## config.mk

```make
export PLATFORM = sky130hd
export DESIGN_NAME = sdram_arbiter
export DESIGN_NICKNAME = d
export VERILOG_FILES = /design/src/rtl/sdram_arbiter.sv
export SDC_FILE = /design/constraint.sdc
export NUM_CORES = 1
export LEC_CHECK = 0
export CORE_MARGIN = 2
export CORE_UTILIZATION = 38
export CTS_CLUSTER_DIAMETER = 50
export DETAILED_ROUTE_END_ITERATION = 7
export PLACE_DENSITY = 0.92
export RECOVER_POWER = 25
export SLEW_MARGIN = 30
export SYNTH_ARGS = -nofsm -noshare
export SYNTH_HDL_FRONTEND = slang
export SYNTH_SLANG_ARGS = --single-unit
export TNS_END_PERCENT = 100
```

## constraint.sdc

```tcl
create_clock -name i_clk -period 1.83 [get_ports i_clk]
set_input_delay 0.2745 -clock i_clk [delete_from_list [all_inputs] [get_ports i_clk]]
set_output_delay 0.2745 -clock i_clk [all_outputs]
set_load 0.02 [all_outputs]
```

## src/rtl/sdram_arbiter.sv

```systemverilog
// sdram_arbiter: grants the SDRAM command bus to init, refresh, write or read sources
// Ports:
//   i_clk, i_rst                    clock, synchronous active-high reset
//   i_init_end/cmd/addr             init sequencer done flag, command, address
//   i_ref_rq/end/cmd/addr, o_ref_en refresh request, done, command, address, grant pulse
//   i_wr_rq/end/cmd/addr, o_wr_en   write request, done, command, address, grant pulse
//   o_wr_brk                        ask the writer to finish its burst (refresh pending)
//   i_rd_*, o_rd_en, o_rd_brk       read-side equivalents
//   o_sdram_cmd, o_sdram_addr       {cs_n, ras_n, cas_n, we_n} and address to the SDRAM
//   o_timeout_err                   one-cycle pulse when an operation overruns TIMEOUT
module sdram_arbiter #(
    parameter int ADDR_WIDTH = 12,
    parameter int TIMEOUT    = 1023
) (
    input  logic                  i_clk,
    input  logic                  i_rst,
    input  logic                  i_init_end,
    input  logic [3:0]            i_init_cmd,
    input  logic [ADDR_WIDTH-1:0] i_init_addr,
    input  logic                  i_ref_rq,
    input  logic                  i_ref_end,
    input  logic [3:0]            i_ref_cmd,
    input  logic [ADDR_WIDTH-1:0] i_ref_addr,
    output logic                  o_ref_en,
    input  logic                  i_wr_rq,
    input  logic                  i_wr_end,
    input  logic [3:0]            i_wr_cmd,
    input  logic [ADDR_WIDTH-1:0] i_wr_addr,
    output logic                  o_wr_en,
    output logic                  o_wr_brk,
    input  logic                  i_rd_rq,
    input  logic                  i_rd_end,
    input  logic [3:0]            i_rd_cmd,
    input  logic [ADDR_WIDTH-1:0] i_rd_addr,
    output logic                  o_rd_en,
    output logic                  o_rd_brk,
    output logic [3:0]            o_sdram_cmd,
    output logic [ADDR_WIDTH-1:0] o_sdram_addr,
    output logic                  o_timeout_err
);
    localparam logic [3:0] NOP = 4'b0111;
    localparam int WDW = $clog2(TIMEOUT + 1);
    localparam logic [WDW-1:0] WD_LAST = WDW'(TIMEOUT - 1);
    localparam logic [WDW-1:0] WD_MAX  = WDW'(TIMEOUT);
    localparam logic [WDW-1:0] WD_ONE  = WDW'(1);

    typedef enum logic [2:0] {INIT, ARBIT, AREF, WRITE, READ} state_t;

    state_t         r_state;
    state_t         w_next;
    logic [WDW-1:0] r_wdog;
    logic           r_ref_en;
    logic           r_wr_en;
    logic           r_rd_en;
    logic           r_timeout_err;
    logic           r_last_wr;
    logic           r_ref_armed;
    logic           w_ref_gnt;
    logic           w_wr_gnt;
    logic           w_rd_gnt;
    logic           w_in_op;
    logic           w_op_end;
    logic           w_timeout;

    always_comb begin
        w_in_op   = (r_state == AREF) || (r_state == WRITE) || (r_state == READ);
        w_op_end  = (r_state == AREF)  ? i_ref_end :
                    (r_state == WRITE) ? i_wr_end  :
                    (r_state == READ)  ? i_rd_end  : 1'b0;
        // a finishing operation wins over a watchdog expiry on the same cycle
        w_timeout = w_in_op && !w_op_end && (r_wdog >= WD_LAST);
        // refresh only fires once per rising request (arming cleared on grant)
        w_ref_gnt = (r_state == ARBIT) && i_ref_rq && r_ref_armed;
        // round-robin: on contention, grant the side that did not go last
        w_wr_gnt  = (r_state == ARBIT) && !w_ref_gnt && i_wr_rq && (!i_rd_rq || !r_last_wr);
        w_rd_gnt  = (r_state == ARBIT) && !w_ref_gnt && i_rd_rq && (!i_wr_rq || r_last_wr);
        w_next    = r_state;
        case (r_state)
            INIT:    w_next = i_init_end ? ARBIT : INIT;
            ARBIT:   w_next = w_ref_gnt ? AREF : w_wr_gnt ? WRITE : w_rd_gnt ? READ : ARBIT;
            AREF,
            WRITE,
            READ:    w_next = (w_op_end || w_timeout) ? ARBIT : r_state;
            default: w_next = INIT;
        endcase
    end

    always_ff @(posedge i_clk) begin
        if (i_rst) begin
            r_state       <= INIT;
            r_ref_en      <= 1'b0;
            r_wr_en       <= 1'b0;
            r_rd_en       <= 1'b0;
            r_timeout_err <= 1'b0;
            r_wdog        <= '0;
            r_last_wr     <= 1'b0;
            r_ref_armed   <= 1'b1;
        end else begin
            r_state       <= w_next;
            r_ref_en      <= w_ref_gnt;
            r_wr_en       <= w_wr_gnt;
            r_rd_en       <= w_rd_gnt;
            r_timeout_err <= w_timeout;
            r_wdog        <= (w_ref_gnt || w_wr_gnt || w_rd_gnt) ? '0 :
                             (r_wdog != WD_MAX) ? r_wdog + WD_ONE : r_wdog;
            r_last_wr     <= w_wr_gnt ? 1'b1 : w_rd_gnt ? 1'b0 : r_last_wr;
            // re-arm whenever the request is seen low; an aborted refresh disarms
            r_ref_armed   <= (w_ref_gnt || (w_timeout && r_state == AREF)) ? 1'b0 :
                             !i_ref_rq ? 1'b1 : r_ref_armed;
        end
    end

    always_comb begin
        o_sdram_cmd  = NOP;
        o_sdram_addr = '0;
        if (!i_rst) begin
            case (r_state)
                INIT:    {o_sdram_cmd, o_sdram_addr} = {i_init_cmd, i_init_addr};
                AREF:    {o_sdram_cmd, o_sdram_addr} = {i_ref_cmd, i_ref_addr};
                WRITE:   {o_sdram_cmd, o_sdram_addr} = {i_wr_cmd, i_wr_addr};
                READ:    {o_sdram_cmd, o_sdram_addr} = {i_rd_cmd, i_rd_addr};
                default: {o_sdram_cmd, o_sdram_addr} = {NOP, {ADDR_WIDTH{1'b0}}};
            endcase
        end
    end

    assign o_ref_en      = r_ref_en && !i_rst;
    assign o_wr_en       = r_wr_en && !i_rst;
    assign o_rd_en       = r_rd_en && !i_rst;
    assign o_timeout_err = r_timeout_err && !i_rst;
    assign o_wr_brk      = !i_rst && (r_state == WRITE) && i_ref_rq;
    assign o_rd_brk      = !i_rst && (r_state == READ) && i_ref_rq;
endmodule

```

Word-level counts from Yosys, hierarchy flattened
Index checks and enable logic that the tools add are counted.
Operators by class
  $add $sub $neg: 1
  $lt $le $gt $ge: 1
  equality and inequality tests: 7
  muxes and demuxes: 17
  reductions and logical operators: 36
Operators by type and width (number)
  $pmux 12 s4: 1
  $logic_and 1x1->1: 18
  $pmux 4 s4: 1
  $mux 12: 1
  $mux 3: 4
  $add 10x1->10 const B: 1
  $ge 10x10->1 const B: 1
  $ne 10x10->1 const B: 1
  $pmux 3 s3: 1
  $logic_or 1x1->1: 8
  $mux 1: 8
  $eq 3x2->1 const B: 2
  $logic_not 1->1: 6
  $mux 4: 1
  $eq 3x1->1 const B: 1
  $eq 3x3->1 const B: 1
  $logic_not 3->1: 1
  $reduce_or 3->1: 1
  $ne 2x1->1 const B: 1
  $ne 2x2->1 const B: 1
  $reduce_bool 2->1: 1
  $reduce_or 2->1: 1
Storage, ports and cells
  register bits: 19
  input bits: 73
  word-level logic and storage cells: 70

Depth between registers and ports, before layout
Gate-level depths: netlist of run 1.
  depth after elaboration: 11
  mapped depth: 6

Worst setup path before layout of run 1
No wires, ideal clock.
  path type: flip-flop to output port
  from: register r_state[2]
  to: output port o_sdram_addr[10]
  arrival: 1.457 ns
  data required time: 1.556 ns
  slack: 0.099 ns
  stages on the path, launching flop included: 7
  path buffers: 2
  cells stage by stage: dfxtp_1 > buf_4 > inv_1 > nor3_1 > buf_2 > a22oi_1 > nor2_1
Between the ends
  word-level cells in the longest chain between the ends: 3
  elaborated cells on any way between the ends: 6
  those cells by class: eq/ne (3); mux (2); reduce/logical (1)
RTL lines
  start: declaration: line 49  | state_t r_state;
  start signal: assignment: line 99  | r_state <= w_next;
  $eq 3x3->1 (tied with other cells): line 117  | case (r_state)
  $pmux 12 s4 *: line 117
  $mux 12 *: line 116  | if (!i_rst) begin
  end: declaration: line 38  | output logic [ADDR_WIDTH-1:0] o_sdram_addr,
Mark *: on every way between the ends. The rest lies on a longest branch, timed or not.

Final worst setup path of run 1
  from: register r_state[1]
  to: output port o_sdram_cmd[1]
Between the ends
  word-level cells in the longest chain between the ends: 3
  elaborated cells on any way between the ends: 6
  those cells by class: eq/ne (3); mux (2); reduce/logical (1)
RTL lines
  $eq 3x3->1 (tied with other cells): line 117
  $pmux 4 s4 *: line 117
  $mux 4 *: line 116
  end: declaration: line 37  | output logic [3:0] o_sdram_cmd,
Marks and branches as above.

==> report_table.html, run 1 <==
<table>
<tr><th>Metric</th><th>Value</th></tr>
<tr><th colspan="2">Critical path</th></tr>
<tr><td>Critical Path, Cell by Cell</td><td>buf_6, mux2_4, o22a_1, o22ai_2, nand2_1, buf_6</td></tr>
<tr><td>Bufs and invs on worst path</td><td>2</td></tr>
<tr><td>Worst Path Arrival</td><td>1650 ps</td></tr>
<tr><td>Biggest fanout along the worst timing path</td><td>5</td></tr>
<tr><td>WP data required</td><td>1560 ps</td></tr>
<tr><td>Slowest library cell on the worst path</td><td>sky130_fd_sc_hd__dfxtp_4</td></tr>
<tr><td>Minimum setup slack among reg-to-reg paths</td><td>70 ps</td></tr>
<tr><td>Critical Path Sink Type</td><td>output pin</td></tr>
<tr><td>Origin of the critical flop-to-flop path</td><td>r_state[1]</td></tr>
<tr><td>Most used cell, CP</td><td>sky130_fd_sc_hd__buf_6</td></tr>
<tr><td>Largest incremental delay on the critical path</td><td>390 ps</td></tr>
<tr><td>Kind of start point of the critical path</td><td>flop</td></tr>
<tr><td>RR Endpoint</td><td>r_last_wr</td></tr>
<tr><td>Worst-case reg-to-reg path depth</td><td>7</td></tr>
<tr><td>Family with the most delay on the worst path</td><td>compound AO/OA/AOI/OAI gates</td></tr>
<tr><td>Critical path start-end classification</td><td>reg2out</td></tr>
<tr><th colspan="2">Drt</th></tr>
<tr><td>Total vias in the final route</td><td>2,025</td></tr>
<tr><td>Number of vias per cell after detailed routing</td><td>5.56</td></tr>
<tr><td>Final routed wire length divided by cell count</td><td>16.8 um</td></tr>
<tr><td>DRT Pass-1 Iters</td><td>4</td></tr>
<tr><td>Drt total wl</td><td>6100 um</td></tr>
<tr><td>Antenna Nets Post-Route</td><td>0</td></tr>
<tr><td>Remaining routing DRC violations</td><td>0</td></tr>
<tr><td>DR iter-0 viols</td><td>108</td></tr>
<tr><th colspan="2">Timing</th></tr>
<tr><td>Worst slew margin</td><td>0.764</td></tr>
<tr><td>Maximum operating frequency</td><td>519 MHz</td></tr>
<tr><td>Setup-failing EPs final</td><td>8</td></tr>
<tr><td>Min Clock Period, post-route</td><td>1930 ps</td></tr>
<tr><td>Setup repair after global routing missed its margin</td><td>true</td></tr>
<tr><td>Final worst setup slack</td><td>-96.7 ps</td></tr>
<tr><td>Final-layout setup total negative slack</td><td>-304 ps</td></tr>
<tr><td>Final Max Slew Viols</td><td>0</td></tr>
<tr><td>Slew at the pin closest to its max-slew limit</td><td>353 ps</td></tr>
<tr><td>Endpoints failing hold</td><td>0</td></tr>
<tr><td>Worst clock skew</td><td>0.783 ps</td></tr>
<tr><td>Ratio of final minimum period to clock period</td><td>1.05</td></tr>
<tr><th colspan="2">Floorplanning</th></tr>
<tr><td>Top Ports</td><td>95</td></tr>
<tr><td>Die Y</td><td>68.2 um</td></tr>
<tr><td>Core Area</td><td>3970 sq um</td></tr>
<tr><td>Effective utilization at floorplan</td><td>0.395</td></tr>
<tr><td>DIE AREA</td><td>4660 sq um</td></tr>
<tr><td>Horizontal extent of the die</td><td>68.2 um</td></tr>
<tr><td>Count of standard-cell rows</td><td>23</td></tr>
<tr><th colspan="2">Synth</th></tr>
<tr><td>Most used flip-flop cell after synthesis</td><td>sky130_fd_sc_hd__dfxtp_1</td></tr>
<tr><td>Number of enable-type register cells in the synthesized netlist</td><td>0</td></tr>
<tr><td>Post-Synthesis Cells</td><td>193</td></tr>
<tr><td>Async set-or-reset flop fraction in the synthesized netlist</td><td>0</td></tr>
<tr><td>Avg Inst Size Synth</td><td>8.12 sq um</td></tr>
<tr><td>Cell area after technology mapping</td><td>1570 sq um</td></tr>
<tr><td>Fraction of the yosys area taken by sequential cells</td><td>0.243</td></tr>
<tr><td>Synthesized net count</td><td>268</td></tr>
<tr><td>Synth cell types</td><td>49</td></tr>
<tr><td>Flop and latch count out of synthesis</td><td>19</td></tr>
<tr><td>Count of warnings emitted by yosys</td><td>0</td></tr>
<tr><th colspan="2">Clocking</th></tr>
<tr><td>Max clock buf depth</td><td>2</td></tr>
<tr><td>Clock Latency Late Sink</td><td>250 ps</td></tr>
<tr><td>Clock tree from TritonCTS</td><td>built</td></tr>
<tr><td>Num Clock Sinks</td><td>19</td></tr>
<tr><td>Number of clock buffers inserted by TritonCTS</td><td>3</td></tr>
<tr><td>Clk root buf</td><td>sky130_fd_sc_hd__clkbuf_8</td></tr>
<tr><td>CTS H-tree lvls</td><td>1</td></tr>
<tr><td>Clock slew at reported path FFs</td><td>70 ps</td></tr>
<tr><td>Hold-fix buffers at CTS</td><td>0</td></tr>
<tr><th colspan="2">Power and ir drop</th></tr>
<tr><td>Net switching share of the total power</td><td>0.324</td></tr>
<tr><td>Post-layout total power</td><td>1.45 mW</td></tr>
<tr><td>Clock network fraction of total power</td><td>0.194</td></tr>
<tr><td>Net switching power</td><td>0.470 mW</td></tr>
<tr><td>Max VDD drop</td><td>0.459 mV</td></tr>
<tr><td>Leak</td><td>1.14 nW</td></tr>
<tr><td>Power density cells</td><td>505 nW/um^2</td></tr>
<tr><td>Logic gate share of total power</td><td>0.488</td></tr>
<tr><td>Internal power</td><td>0.980 mW</td></tr>
<tr><td>Sequential fraction of design power</td><td>0.319</td></tr>
<tr><th colspan="2">Global routing</th></tr>
<tr><td>Global-route wire length before repair</td><td>9090 um</td></tr>
<tr><td>Via count of the first global-routing pass</td><td>1,965</td></tr>
<tr><td>Initial antenna violation count</td><td>0</td></tr>
<tr><td>Maximum number of pins on one net before global-route repair</td><td>15</td></tr>
<tr><td>Global route overflow</td><td>0</td></tr>
<tr><td>Global-route usage over all layers</td><td>0.257</td></tr>
<tr><th colspan="2">Flow run</th></tr>
<tr><td>Max Cap Viol</td><td>0</td></tr>
<tr><th colspan="2">Cells and area</th></tr>
<tr><td>Ant diodes</td><td>0</td></tr>
<tr><td>End-of-flow core utilization</td><td>0.723</td></tr>
<tr><td>Leading cell type in the layout, fill and taps excluded</td><td>sky130_fd_sc_hd__clkdlybuf4s50_1</td></tr>
<tr><td>Fraction of layout instances using a drive strength above 1</td><td>0.277</td></tr>
<tr><td>Synthesis-to-layout area growth</td><td>83.2%</td></tr>
<tr><td>Most frequent cells in the layout</td><td>70 x sky130_fd_sc_hd__clkdlybuf4s50_1, 34 x sky130_fd_sc_hd__buf_4, 29 x sky130_fd_sc_hd__nor2_1</td></tr>
<tr><td>Total Nets Final</td><td>390</td></tr>
<tr><th colspan="2">Placement</th></tr>
<tr><td>DPL Wire Length</td><td>4590 um</td></tr>
<tr><td>Count of input and output buffers</td><td>94</td></tr>
<tr><td>Placer's final routability congestion estimate</td><td>0.818</td></tr>
<tr><th colspan="2">Worst hold path</th></tr>
<tr><td>Destination of the worst hold path</td><td>r_last_wr</td></tr>
<tr><td>Hold crit path type</td><td>reg2reg</td></tr>
<tr><td>Min-Delay Path Depth</td><td>1</td></tr>
<tr><td>Start point of the worst hold path</td><td>r_last_wr</td></tr>
<tr><th colspan="2">Status</th></tr>
<tr><td>Run status</td><td>complete, but fails checks</td></tr>
<tr><td>Failing checks</td><td>setup timing</td></tr>
</table>
layer usage:
layer / track usage / vias to the layer above / wire (um)
li1: - / 966 / -
met3: 0.0526 / 26 / 288
met4: 0.110 / 0 / 276
met5: 0 / - / 0
met2: 0.455 / 90 / 3080
met1: 0.297 / 943 / 2450
worst max path at each step:
stage | slack (ps) | cells after the start | endpoint | start
floorplan | 100 | 6 | o_sdram_addr[10] | r_state[2]
global placement | -370 | 6 | o_sdram_cmd[1] | i_init_cmd[1]
detailed placement | -400 | 6 | o_sdram_cmd[1] | i_ref_cmd[1]
CTS | -150 | 6 | o_sdram_cmd[1] | r_state[1]
global route | -150 | 6 | o_sdram_cmd[1] | r_state[1]
finish | -100 | 6 | o_sdram_cmd[1] | r_state[1]
layout make-up:
type                            instances  area [sq um]
Sequential cell                        19           387
Fill cell                             269          1100
Multi-Input combinational cell        153          1170
Clock buffer                            4          45.0
Timing Repair Buffer                  130          1180
Tap cell                               50          62.6
Inverter                                8          30.0
worst reg2reg max path: stages, from the launching register on:
cell	delay, ps
sky130_fd_sc_hd__dfxtp_4	370
sky130_fd_sc_hd__buf_6	140
sky130_fd_sc_hd__buf_4	150
sky130_fd_sc_hd__or3b_4	380
sky130_fd_sc_hd__buf_4	160
sky130_fd_sc_hd__a21oi_4	150
sky130_fd_sc_hd__a21oi_1	90
sky130_fd_sc_hd__a311oi_1	240
logic make-up after synthesis:
group | Yosys count | share of synthesized area
adder cells (fa/ha/maj) | 2 | 0.0160
XOR/XNOR | 3 | 0.0168
AND/OR/NAND/NOR | 72 | 0.237
buffers and inverters | 21 | 0.0678
flip-flops | 19 | 0.243
AO/OA/AOI/OAI | 59 | 0.310
multiplexers | 17 | 0.110
power groups by stage:
stage | combinational (mW) | sequential [mW] | clock [mW]
after CTS | 0.645 | 0.459 | 0.290
after global placement | 0.644 | 0.466 | 0
after global routing | 0.752 | 0.465 | 0.307
after floorplan | 0.318 | 0.456 | 0
final | 0.707 | 0.462 | 0.281
after detailed placement | 0.665 | 0.467 | 0
state kept, by name, indices dropped and copies added (netlist names):
register       count
r_wdog            10
r_last_wr          1
r_state            3
r_ref_armed        1
r_ref_en           1
r_wr_en            1
r_rd_en            1
r_timeout_err      1
cell usage after synthesis (all sizes together) (3+ instances only):
cell / count / area share
o21ai: 4 / 0.015
o2bb2ai: 13 / 0.073
mux2i: 15 / 0.096
clkbuf: 3 / 0.0072
nor3: 3 / 0.0096
a22oi: 13 / 0.062
nand2: 12 / 0.029
dfxtp: 19 / 0.24
xnor2: 3 / 0.017
nor2: 29 / 0.069
a211oi: 3 / 0.014
buf: 10 / 0.041
o22ai: 3 / 0.012
nor2b: 6 / 0.024
nand3: 7 / 0.022
inv: 8 / 0.019
a21oi: 6 / 0.026
per-stage QoR:
step                hold WS [ps]  std cells  worst slack, ps  instance area, sq um
finish                       507        364            -96.7                  2870
global route                 518        364             -148                  2870
CTS                          505        363             -146                  2750
detailed placement           499        356             -404                  2740
global placement             482        356             -373                  2740
floorplan                    350        193             98.6                  1570
what timing repair did:
action                     in CTS  in global routing
pin swaps                       5                 16
setup buffers                   2                  1
cloned                          1                  0
setup endpoints to repair      22                 17
hold endpoints to repair        0                  0
gates resized for setup        91                 30
(Power assumes the default switching activity.)
==> inputs of run 2 (changes only) <==
--- a/config.mk
+++ b/config.mk
@@ -7,7 +7,6 @@
 export LEC_CHECK = 0
 export CORE_MARGIN = 2
 export CORE_UTILIZATION = 38
-export CTS_CLUSTER_DIAMETER = 50
 export DETAILED_ROUTE_END_ITERATION = 7
 export PLACE_DENSITY = 0.92
 export RECOVER_POWER = 25
@@ -15,4 +14,3 @@
 export SYNTH_ARGS = -nofsm -noshare
 export SYNTH_HDL_FRONTEND = slang
 export SYNTH_SLANG_ARGS = --single-unit
-export TNS_END_PERCENT = 100
==> constraint.sdc (replaced) <==
create_clock -name i_clk -period 1.83 [get_ports i_clk]
set_input_delay 0.366 -clock i_clk [delete_from_list [all_inputs] [get_ports i_clk]]
set_output_delay 0.366 -clock i_clk [all_outputs]
set_load 0.02 [all_outputs]
==> report_table.html, run 2 (synthesized netlist as in run 1, its figures left out) <==
<table>
<tr><th>Metric</th><th>Value</th></tr>
<tr><th colspan="2">Critical path</th></tr>
<tr><td>Largest incremental delay on the critical path</td><td>360 ps (-30 ps)</td></tr>
<tr><td>Biggest fanout along the worst timing path</td><td>5 (unchanged)</td></tr>
<tr><td>WP data required</td><td>1460 ps (-100 ps)</td></tr>
<tr><td>Kind of start point of the critical path</td><td>flop</td></tr>
<tr><td>Critical Path Sink Type</td><td>output pin</td></tr>
<tr><td>Slowest library cell on the worst path</td><td>sky130_fd_sc_hd__dfxtp_2</td></tr>
<tr><td>Critical path start-end classification</td><td>reg2out</td></tr>
<tr><td>Minimum setup slack among reg-to-reg paths</td><td>10 ps (-60 ps)</td></tr>
<tr><td>Bufs and invs on worst path</td><td>4 (+2)</td></tr>
<tr><td>Worst Path Arrival</td><td>1790 ps (+140 ps)</td></tr>
<tr><td>Family with the most delay on the worst path</td><td>buffers and inverters</td></tr>
<tr><td>Critical Path, Cell by Cell</td><td>buf_6, buf_8, buf_4, mux2i_1, o2bb2ai_1, a22oi_1, nor2_1, buf_2</td></tr>
<tr><th colspan="2">Cells and area</th></tr>
<tr><td>Number of inserted filler cells in the final layout</td><td>284 (+5.6%)</td></tr>
<tr><td>Ant diodes</td><td>0 (unchanged)</td></tr>
<tr><td>Largest register by flop count</td><td>r_wdog</td></tr>
<tr><td>Synthesis-to-layout area growth</td><td>83.2% (unchanged)</td></tr>
<tr><td>Leading cell type in the layout, fill and taps excluded</td><td>sky130_fd_sc_hd__clkdlybuf4s50_1</td></tr>
<tr><td>Number of flip-flops in the largest register</td><td>10 (unchanged)</td></tr>
<tr><td>Most frequent cells in the layout</td><td>70 x sky130_fd_sc_hd__clkdlybuf4s50_1, 42 x sky130_fd_sc_hd__buf_4, 28 x sky130_fd_sc_hd__nor2_1</td></tr>
<tr><td>Non-filler instance count after layout</td><td>370 (+1.6%)</td></tr>
<tr><td>Total Nets Final</td><td>396 (+1.5%)</td></tr>
<tr><td>Registers with the most flip-flops</td><td>r_wdog x10, r_state x3</td></tr>
<tr><td>Fraction of layout instances using a drive strength above 1</td><td>0.291 (+0.0136)</td></tr>
<tr><th colspan="2">Timing</th></tr>
<tr><td>Maximum operating frequency</td><td>463 MHz (-11%)</td></tr>
<tr><td>Worst clock skew</td><td>4.65 ps (+3.87 ps)</td></tr>
<tr><td>Setup repair after global routing missed its margin</td><td>true</td></tr>
<tr><td>Ratio of final minimum period to clock period</td><td>1.18 (+0.127)</td></tr>
<tr><td>Endpoints failing hold</td><td>0 (unchanged)</td></tr>
<tr><td>Setup-failing EPs final</td><td>16 (+8)</td></tr>
<tr><td>Worst slew margin</td><td>0.769 (+0.00543)</td></tr>
<tr><td>Min Clock Period, post-route</td><td>2160 ps (+232 ps)</td></tr>
<tr><td>Final-layout setup total negative slack</td><td>-2200 ps (-1890 ps)</td></tr>
<tr><td>Final Max Slew Viols</td><td>0 (unchanged)</td></tr>
<tr><td>Slew at the pin closest to its max-slew limit</td><td>343 ps (-10.0 ps)</td></tr>
<tr><td>Final worst setup slack</td><td>-328 ps (-232 ps)</td></tr>
<tr><th colspan="2">Clocking</th></tr>
<tr><td>Hold-fix buffers at CTS</td><td>0 (unchanged)</td></tr>
<tr><td>Clock Latency Late Sink</td><td>260 ps (about the same)</td></tr>
<tr><td>Num Clock Sinks</td><td>19 (unchanged)</td></tr>
<tr><td>CTS H-tree lvls</td><td>1 (unchanged)</td></tr>
<tr><td>Clk root buf</td><td>sky130_fd_sc_hd__clkbuf_8</td></tr>
<tr><td>Clock tree from TritonCTS</td><td>built</td></tr>
<tr><td>Max clock buf depth</td><td>2 (unchanged)</td></tr>
<tr><td>Clock slew at reported path FFs</td><td>70 ps (about the same)</td></tr>
<tr><td>Number of clock buffers inserted by TritonCTS</td><td>3 (unchanged)</td></tr>
<tr><th colspan="2">Power and ir drop</th></tr>
<tr><td>Post-layout total power</td><td>1.48 mW (+2.4%)</td></tr>
<tr><td>Power density cells</td><td>517 nW/um^2 (+2.4%)</td></tr>
<tr><td>Leak</td><td>1.16 nW (+1.7%)</td></tr>
<tr><td>Max VDD drop</td><td>0.329 mV (-28%)</td></tr>
<tr><th colspan="2">Drt</th></tr>
<tr><td>Number of vias per cell after detailed routing</td><td>5.62 (+1.1%)</td></tr>
<tr><td>Drt total wl</td><td>6720 um (+10%)</td></tr>
<tr><td>Remaining routing DRC violations</td><td>0 (unchanged)</td></tr>
<tr><td>Antenna Nets Post-Route</td><td>0 (unchanged)</td></tr>
<tr><td>DRT Pass-1 Iters</td><td>4 (unchanged)</td></tr>
<tr><td>Total vias in the final route</td><td>2,080 (+2.7%)</td></tr>
<tr><td>Final routed wire length divided by cell count</td><td>18.2 um (+8.4%)</td></tr>
<tr><td>DR iter-0 viols</td><td>109 (+0.93%)</td></tr>
<tr><th colspan="2">Floorplanning</th></tr>
<tr><td>Effective utilization at floorplan</td><td>0.395 (unchanged)</td></tr>
<tr><td>Die Y</td><td>68.2 um (unchanged)</td></tr>
<tr><td>Top Ports</td><td>95 (unchanged)</td></tr>
<tr><td>Core Area</td><td>3970 sq um (unchanged)</td></tr>
<tr><td>DIE AREA</td><td>4660 sq um (unchanged)</td></tr>
<tr><td>Horizontal extent of the die</td><td>68.2 um (unchanged)</td></tr>
<tr><td>Count of standard-cell rows</td><td>23 (unchanged)</td></tr>
<tr><th colspan="2">Placement</th></tr>
<tr><td>Placer's final routability congestion estimate</td><td>0.822 (+0.55%)</td></tr>
<tr><td>DPL Wire Length</td><td>4820 um (+5.0%)</td></tr>
<tr><td>Placed Instances</td><td>355 (-0.28%)</td></tr>
<tr><td>Count of input and output buffers</td><td>94 (unchanged)</td></tr>
<tr><th colspan="2">Flow run</th></tr>
<tr><td>Max Cap Viol</td><td>0 (unchanged)</td></tr>
<tr><th colspan="2">Global routing</th></tr>
<tr><td>Via count of the first global-routing pass</td><td>2,071 (+5.4%)</td></tr>
<tr><td>Global-route usage over all layers</td><td>0.287 (+0.0299)</td></tr>
<tr><td>Initial antenna violation count</td><td>0 (unchanged)</td></tr>
<tr><td>Global-route wire length before repair</td><td>9940 um (+9.3%)</td></tr>
<tr><td>Maximum number of pins on one net before global-route repair</td><td>15 (unchanged)</td></tr>
<tr><td>Global route overflow</td><td>0 (unchanged)</td></tr>
<tr><th colspan="2">Status</th></tr>
<tr><td>Run status</td><td>complete, but fails checks</td></tr>
<tr><td>Failing checks</td><td>setup timing</td></tr>
<tr><th colspan="2">Worst hold path</th></tr>
<tr><td>Hold crit path type</td><td>reg2reg</td></tr>
</table>
-- run 2: layout make-up --
cell class	instances	area [sq um]	area share
inverter	8	30.0	0.0105
sequential	19	387	0.135
multi-input combinational	153	1120	0.390
clock buffer	4	45.0	0.0157
timing repair buffer	136	1230	0.428
tap	50	62.6	0.0218
-- run 2: timing repair --
item	in CTS	in global routing
resized for setup	104	32
setup buffers	6	3
pin swaps	10	14
endpoints found under the setup margin	22	23
cloned	2	0
-- run 2: power by group --
group          switching (mW)  internal (mW)
Sequential             0.0290          0.433
Combinational           0.316          0.405
Clock                   0.147          0.155
-- run 2: final timing paths --
kind	startpoint	to	cells after the start
min reg2reg	r_wdog[7]	r_wdog[7]	1
max	r_state[1]	o_sdram_addr[8]	8
min	r_wdog[7]	r_wdog[7]	1
max reg2reg	r_state[1]	r_ref_armed	6
-- run 2: stage by stage --
step	hold WS, ps	utilization	cell area, sq um	setup WS (ps)
2_1_floorplan	441	-	1570	7.10
3_3_place_gp	480	0.687	2730	-555
3_5_place_dp	491	0.687	2730	-569
4_1_cts	502	0.706	2810	-179
5_1_grt	535	0.723	2870	-369
6_report	503	0.723	2870	-328
-- run 2: worst register-to-register path, delay by kind of cell (launching register included) --
family	cells	cell delay [ps]
AOI/OAI and AO/OA	2	240
buffers and inverters	2	320
DFF	1	340
and+or+nand+nor	2	780
-- run 2: routing by layer --
layer  up-vias  part of all wire  global-route usage
met5         -                 0                   0
met4         0             0.046               0.148
met3        33             0.057              0.0707
met2       100              0.51               0.512
met1       971              0.39               0.311
li1        976                 -                   -
==> inputs of run 3 (changes only) <==
--- a/config.mk
+++ b/config.mk
@@ -5,12 +5,11 @@
 export SDC_FILE = /design/constraint.sdc
 export NUM_CORES = 1
 export LEC_CHECK = 0
-export CORE_MARGIN = 2
 export CORE_UTILIZATION = 38
 export DETAILED_ROUTE_END_ITERATION = 7
 export PLACE_DENSITY = 0.92
 export RECOVER_POWER = 25
-export SLEW_MARGIN = 30
+export SLEW_MARGIN = 20
 export SYNTH_ARGS = -nofsm -noshare
 export SYNTH_HDL_FRONTEND = slang
 export SYNTH_SLANG_ARGS = --single-unit
==> report_table.html, run 3 (synthesized netlist as in run 1, its figures left out) <==
<table>
<tr><th>Metric</th><th>Value</th></tr>
<tr><th colspan="2">Worst hold path</th></tr>
<tr><td>Hold crit path type</td><td>reg2reg</td></tr>
<tr><td>Min-Delay Path Depth</td><td>1 (unchanged)</td></tr>
<tr><td>Start point of the worst hold path</td><td>r_wdog[7]</td></tr>
<tr><td>Destination of the worst hold path</td><td>r_wdog[7]</td></tr>
<tr><th colspan="2">Timing</th></tr>
<tr><td>Slew at the pin closest to its max-slew limit</td><td>388 ps (+44.8 ps)</td></tr>
<tr><td>Endpoints failing hold</td><td>0 (unchanged)</td></tr>
<tr><td>Maximum operating frequency</td><td>500 MHz (+7.9%)</td></tr>
<tr><td>Setup repair after global routing missed its margin</td><td>true</td></tr>
<tr><td>Final worst setup slack</td><td>-171 ps (+158 ps)</td></tr>
<tr><td>Final Max Slew Viols</td><td>0 (unchanged)</td></tr>
<tr><td>Ratio of final minimum period to clock period</td><td>1.09 (-0.0861)</td></tr>
<tr><td>Min Hold Slack</td><td>532 ps (+28.9 ps)</td></tr>
<tr><td>Min Clock Period, post-route</td><td>2000 ps (-158 ps)</td></tr>
<tr><td>Setup-failing EPs final</td><td>15 (-1)</td></tr>
<tr><td>Worst slew margin</td><td>0.740 (-0.0293)</td></tr>
<tr><td>Worst clock skew</td><td>2.58 ps (-2.07 ps)</td></tr>
<tr><th colspan="2">Global routing</th></tr>
<tr><td>Maximum number of pins on one net before global-route repair</td><td>15 (unchanged)</td></tr>
<tr><td>Via count of the first global-routing pass</td><td>2,013 (-2.8%)</td></tr>
<tr><td>Global route overflow</td><td>0 (unchanged)</td></tr>
<tr><td>Global-route wire length before repair</td><td>9840 um (-1.0%)</td></tr>
<tr><td>Initial antenna violation count</td><td>0 (unchanged)</td></tr>
<tr><td>Global-route usage over all layers</td><td>0.298 (+0.0116)</td></tr>
<tr><th colspan="2">Floorplanning</th></tr>
<tr><td>Effective utilization at floorplan</td><td>0.413 (+0.0179)</td></tr>
<tr><td>Top Ports</td><td>95 (unchanged)</td></tr>
<tr><td>Count of standard-cell rows</td><td>22 (-4.3%)</td></tr>
<tr><td>Core Area</td><td>3800 sq um (-4.3%)</td></tr>
<tr><td>Horizontal extent of the die</td><td>66.2 um (-2.9%)</td></tr>
<tr><td>DIE AREA</td><td>4390 sq um (-5.8%)</td></tr>
<tr><td>Die Y</td><td>66.2 um (-2.9%)</td></tr>
<tr><th colspan="2">Critical path</th></tr>
<tr><td>Worst-case reg-to-reg path depth</td><td>7 (+1)</td></tr>
<tr><td>Worst Path Arrival</td><td>1630 ps (-160 ps)</td></tr>
<tr><td>RR Endpoint</td><td>r_state[2]</td></tr>
<tr><td>Origin of the critical flop-to-flop path</td><td>r_state[2]</td></tr>
<tr><td>Biggest fanout along the worst timing path</td><td>6 (+1)</td></tr>
<tr><td>Kind of start point of the critical path</td><td>flop</td></tr>
<tr><td>Minimum setup slack among reg-to-reg paths</td><td>20 ps (about the same)</td></tr>
<tr><td>Critical Path Sink Type</td><td>output pin</td></tr>
<tr><td>Critical path start-end classification</td><td>reg2out</td></tr>
<tr><td>WP data required</td><td>1460 ps (about the same)</td></tr>
<tr><th colspan="2">Cells and area</th></tr>
<tr><td>Fraction of layout instances using a drive strength above 1</td><td>0.293 (+0.00198)</td></tr>
<tr><td>End-of-flow core utilization</td><td>0.756 (+0.0332)</td></tr>
<tr><td>Number of flip-flops in the largest register</td><td>10 (unchanged)</td></tr>
<tr><td>Final design instance area without fill</td><td>2870 sq um (about the same)</td></tr>
<tr><td>Leading cell type in the layout, fill and taps excluded</td><td>sky130_fd_sc_hd__clkdlybuf4s50_1</td></tr>
<tr><td>Registers with the most flip-flops</td><td>r_wdog x10, r_state x3</td></tr>
<tr><td>Largest register by flop count</td><td>r_wdog</td></tr>
<tr><td>Ant diodes</td><td>0 (unchanged)</td></tr>
<tr><td>Total Nets Final</td><td>387 (-2.3%)</td></tr>
<tr><td>Synthesis-to-layout area growth</td><td>83.2% (about the same)</td></tr>
<tr><td>Most frequent cells in the layout</td><td>70 x sky130_fd_sc_hd__clkdlybuf4s50_1, 36 x sky130_fd_sc_hd__buf_4, 28 x sky130_fd_sc_hd__nor2_1</td></tr>
<tr><th colspan="2">Power and ir drop</th></tr>
<tr><td>Power density cells</td><td>519 nW/um^2 (+0.38%)</td></tr>
<tr><td>Leak</td><td>1.12 nW (-3.4%)</td></tr>
<tr><td>Max VDD drop</td><td>0.514 mV (+56%)</td></tr>
<tr><th colspan="2">Clocking</th></tr>
<tr><td>Clock tree from TritonCTS</td><td>built</td></tr>
<tr><td>Clock slew at reported path FFs</td><td>80 ps (about the same)</td></tr>
<tr><td>Max clock buf depth</td><td>2 (unchanged)</td></tr>
<tr><td>Number of clock buffers inserted by TritonCTS</td><td>3 (unchanged)</td></tr>
<tr><td>Hold-fix buffers at CTS</td><td>0 (unchanged)</td></tr>
<tr><td>Clk root buf</td><td>sky130_fd_sc_hd__clkbuf_8</td></tr>
<tr><td>CTS H-tree lvls</td><td>1 (unchanged)</td></tr>
<tr><td>Num Clock Sinks</td><td>19 (unchanged)</td></tr>
<tr><td>Clock Latency Late Sink</td><td>260 ps (about the same)</td></tr>
<tr><th colspan="2">Drt</th></tr>
<tr><td>Remaining routing DRC violations</td><td>0 (unchanged)</td></tr>
<tr><td>Drt total wl</td><td>6930 um (+3.2%)</td></tr>
<tr><td>Final routed wire length divided by cell count</td><td>19.3 um (+6.4%)</td></tr>
<tr><td>Antenna Nets Post-Route</td><td>0 (unchanged)</td></tr>
<tr><td>DR iter-0 viols</td><td>174 (+60%)</td></tr>
<tr><td>Number of vias per cell after detailed routing</td><td>5.89 (+4.8%)</td></tr>
<tr><td>DRT Pass-1 Iters</td><td>4 (unchanged)</td></tr>
<tr><td>Total vias in the final route</td><td>2,116 (+1.7%)</td></tr>
<tr><th colspan="2">Flow run</th></tr>
<tr><td>Max Cap Viol</td><td>0 (unchanged)</td></tr>
<tr><th colspan="2">Placement</th></tr>
<tr><td>Count of input and output buffers</td><td>94 (unchanged)</td></tr>
<tr><td>Placer's final routability congestion estimate</td><td>0.848 (+3.1%)</td></tr>
<tr><td>DP Area</td><td>2710 sq um (-0.73%)</td></tr>
<tr><td>DPL Wire Length</td><td>4710 um (-2.2%)</td></tr>
<tr><th colspan="2">Status</th></tr>
<tr><td>Run status</td><td>complete, but fails checks</td></tr>
<tr><td>Failing checks</td><td>setup timing</td></tr>
</table>
[run 3: cell count changes in the layout (fill, tap and decap cells not counted), sizes merged]
cell	change
clkinv	+1
buf	-8
clkbuf	-2
[run 3: power by group]
part / total [mW] / switching [mW] / internal (mW)
clock: 0.309 / 0.157 / 0.152
combinational: 0.722 / 0.325 / 0.397
sequential: 0.460 / 0.0282 / 0.432
[run 3: repair_timing]
item / in CTS / in global routing
gates cloned: 1 / 0
resized for setup: 111 / 27
pin swaps: 7 / 9
setup buffers: 1 / 4
endpoints found under the setup margin: 22 / 22
[run 3: cell type report]
cell class / count / area, sq um
clock buffer: 3 / 41.3
clock inverter: 1 / 5.00
fill: 244 / 926
inverter: 8 / 30.0
multi-input combinational: 153 / 1160
sequential: 19 / 389
tap: 48 / 60.1
timing repair buffer: 127 / 1180
[run 3: worst max-delay path by stage]
stage	slack, ps	to	from	cells after the start
after global routing	-230	o_sdram_addr[6]	r_state[1]	7
after floorplan	7	o_sdram_addr[10]	r_state[2]	6
after CTS	-140	o_sdram_cmd[1]	r_state[1]	5
after global placement	-480	o_sdram_cmd[1]	i_init_cmd[1]	6
final	-170	o_sdram_addr[6]	r_state[1]	7
after detailed placement	-520	o_sdram_cmd[1]	i_ref_cmd[1]	6
[run 3: critical path, cell delays in order (launching register included)]
cell and delay, ps:
sky130_fd_sc_hd__dfxtp_4 390, sky130_fd_sc_hd__buf_8 140, sky130_fd_sc_hd__nor3_4 200, sky130_fd_sc_hd__buf_6 160, sky130_fd_sc_hd__buf_12 110, sky130_fd_sc_hd__a22oi_2 70
sky130_fd_sc_hd__nor2_1 120, sky130_fd_sc_hd__buf_4 170
[run 3: routing by layer]
| metal | vias up | share of wire | track usage |
|---|---|---|---|
| li1 | 959 | - | - |
| met1 | 1015 | 0.40 | 0.349 |
| met2 | 111 | 0.49 | 0.513 |
| met3 | 31 | 0.065 | 0.0569 |
| met4 | 0 | 0.044 | 0.152 |
| met5 | - | 0 | 0 |
[run 3: through the flow]
step	instances	power (mW)	TNS (ps)	setup WS [ps]
after floorplan	193	0.774	0	7.10
after global placement	349	1.10	-7230	-477
after detailed placement	349	1.12	-8210	-515
after CTS	355	1.44	-837	-135
after global routing	359	1.56	-2470	-226
final	359	1.49	-1260	-171
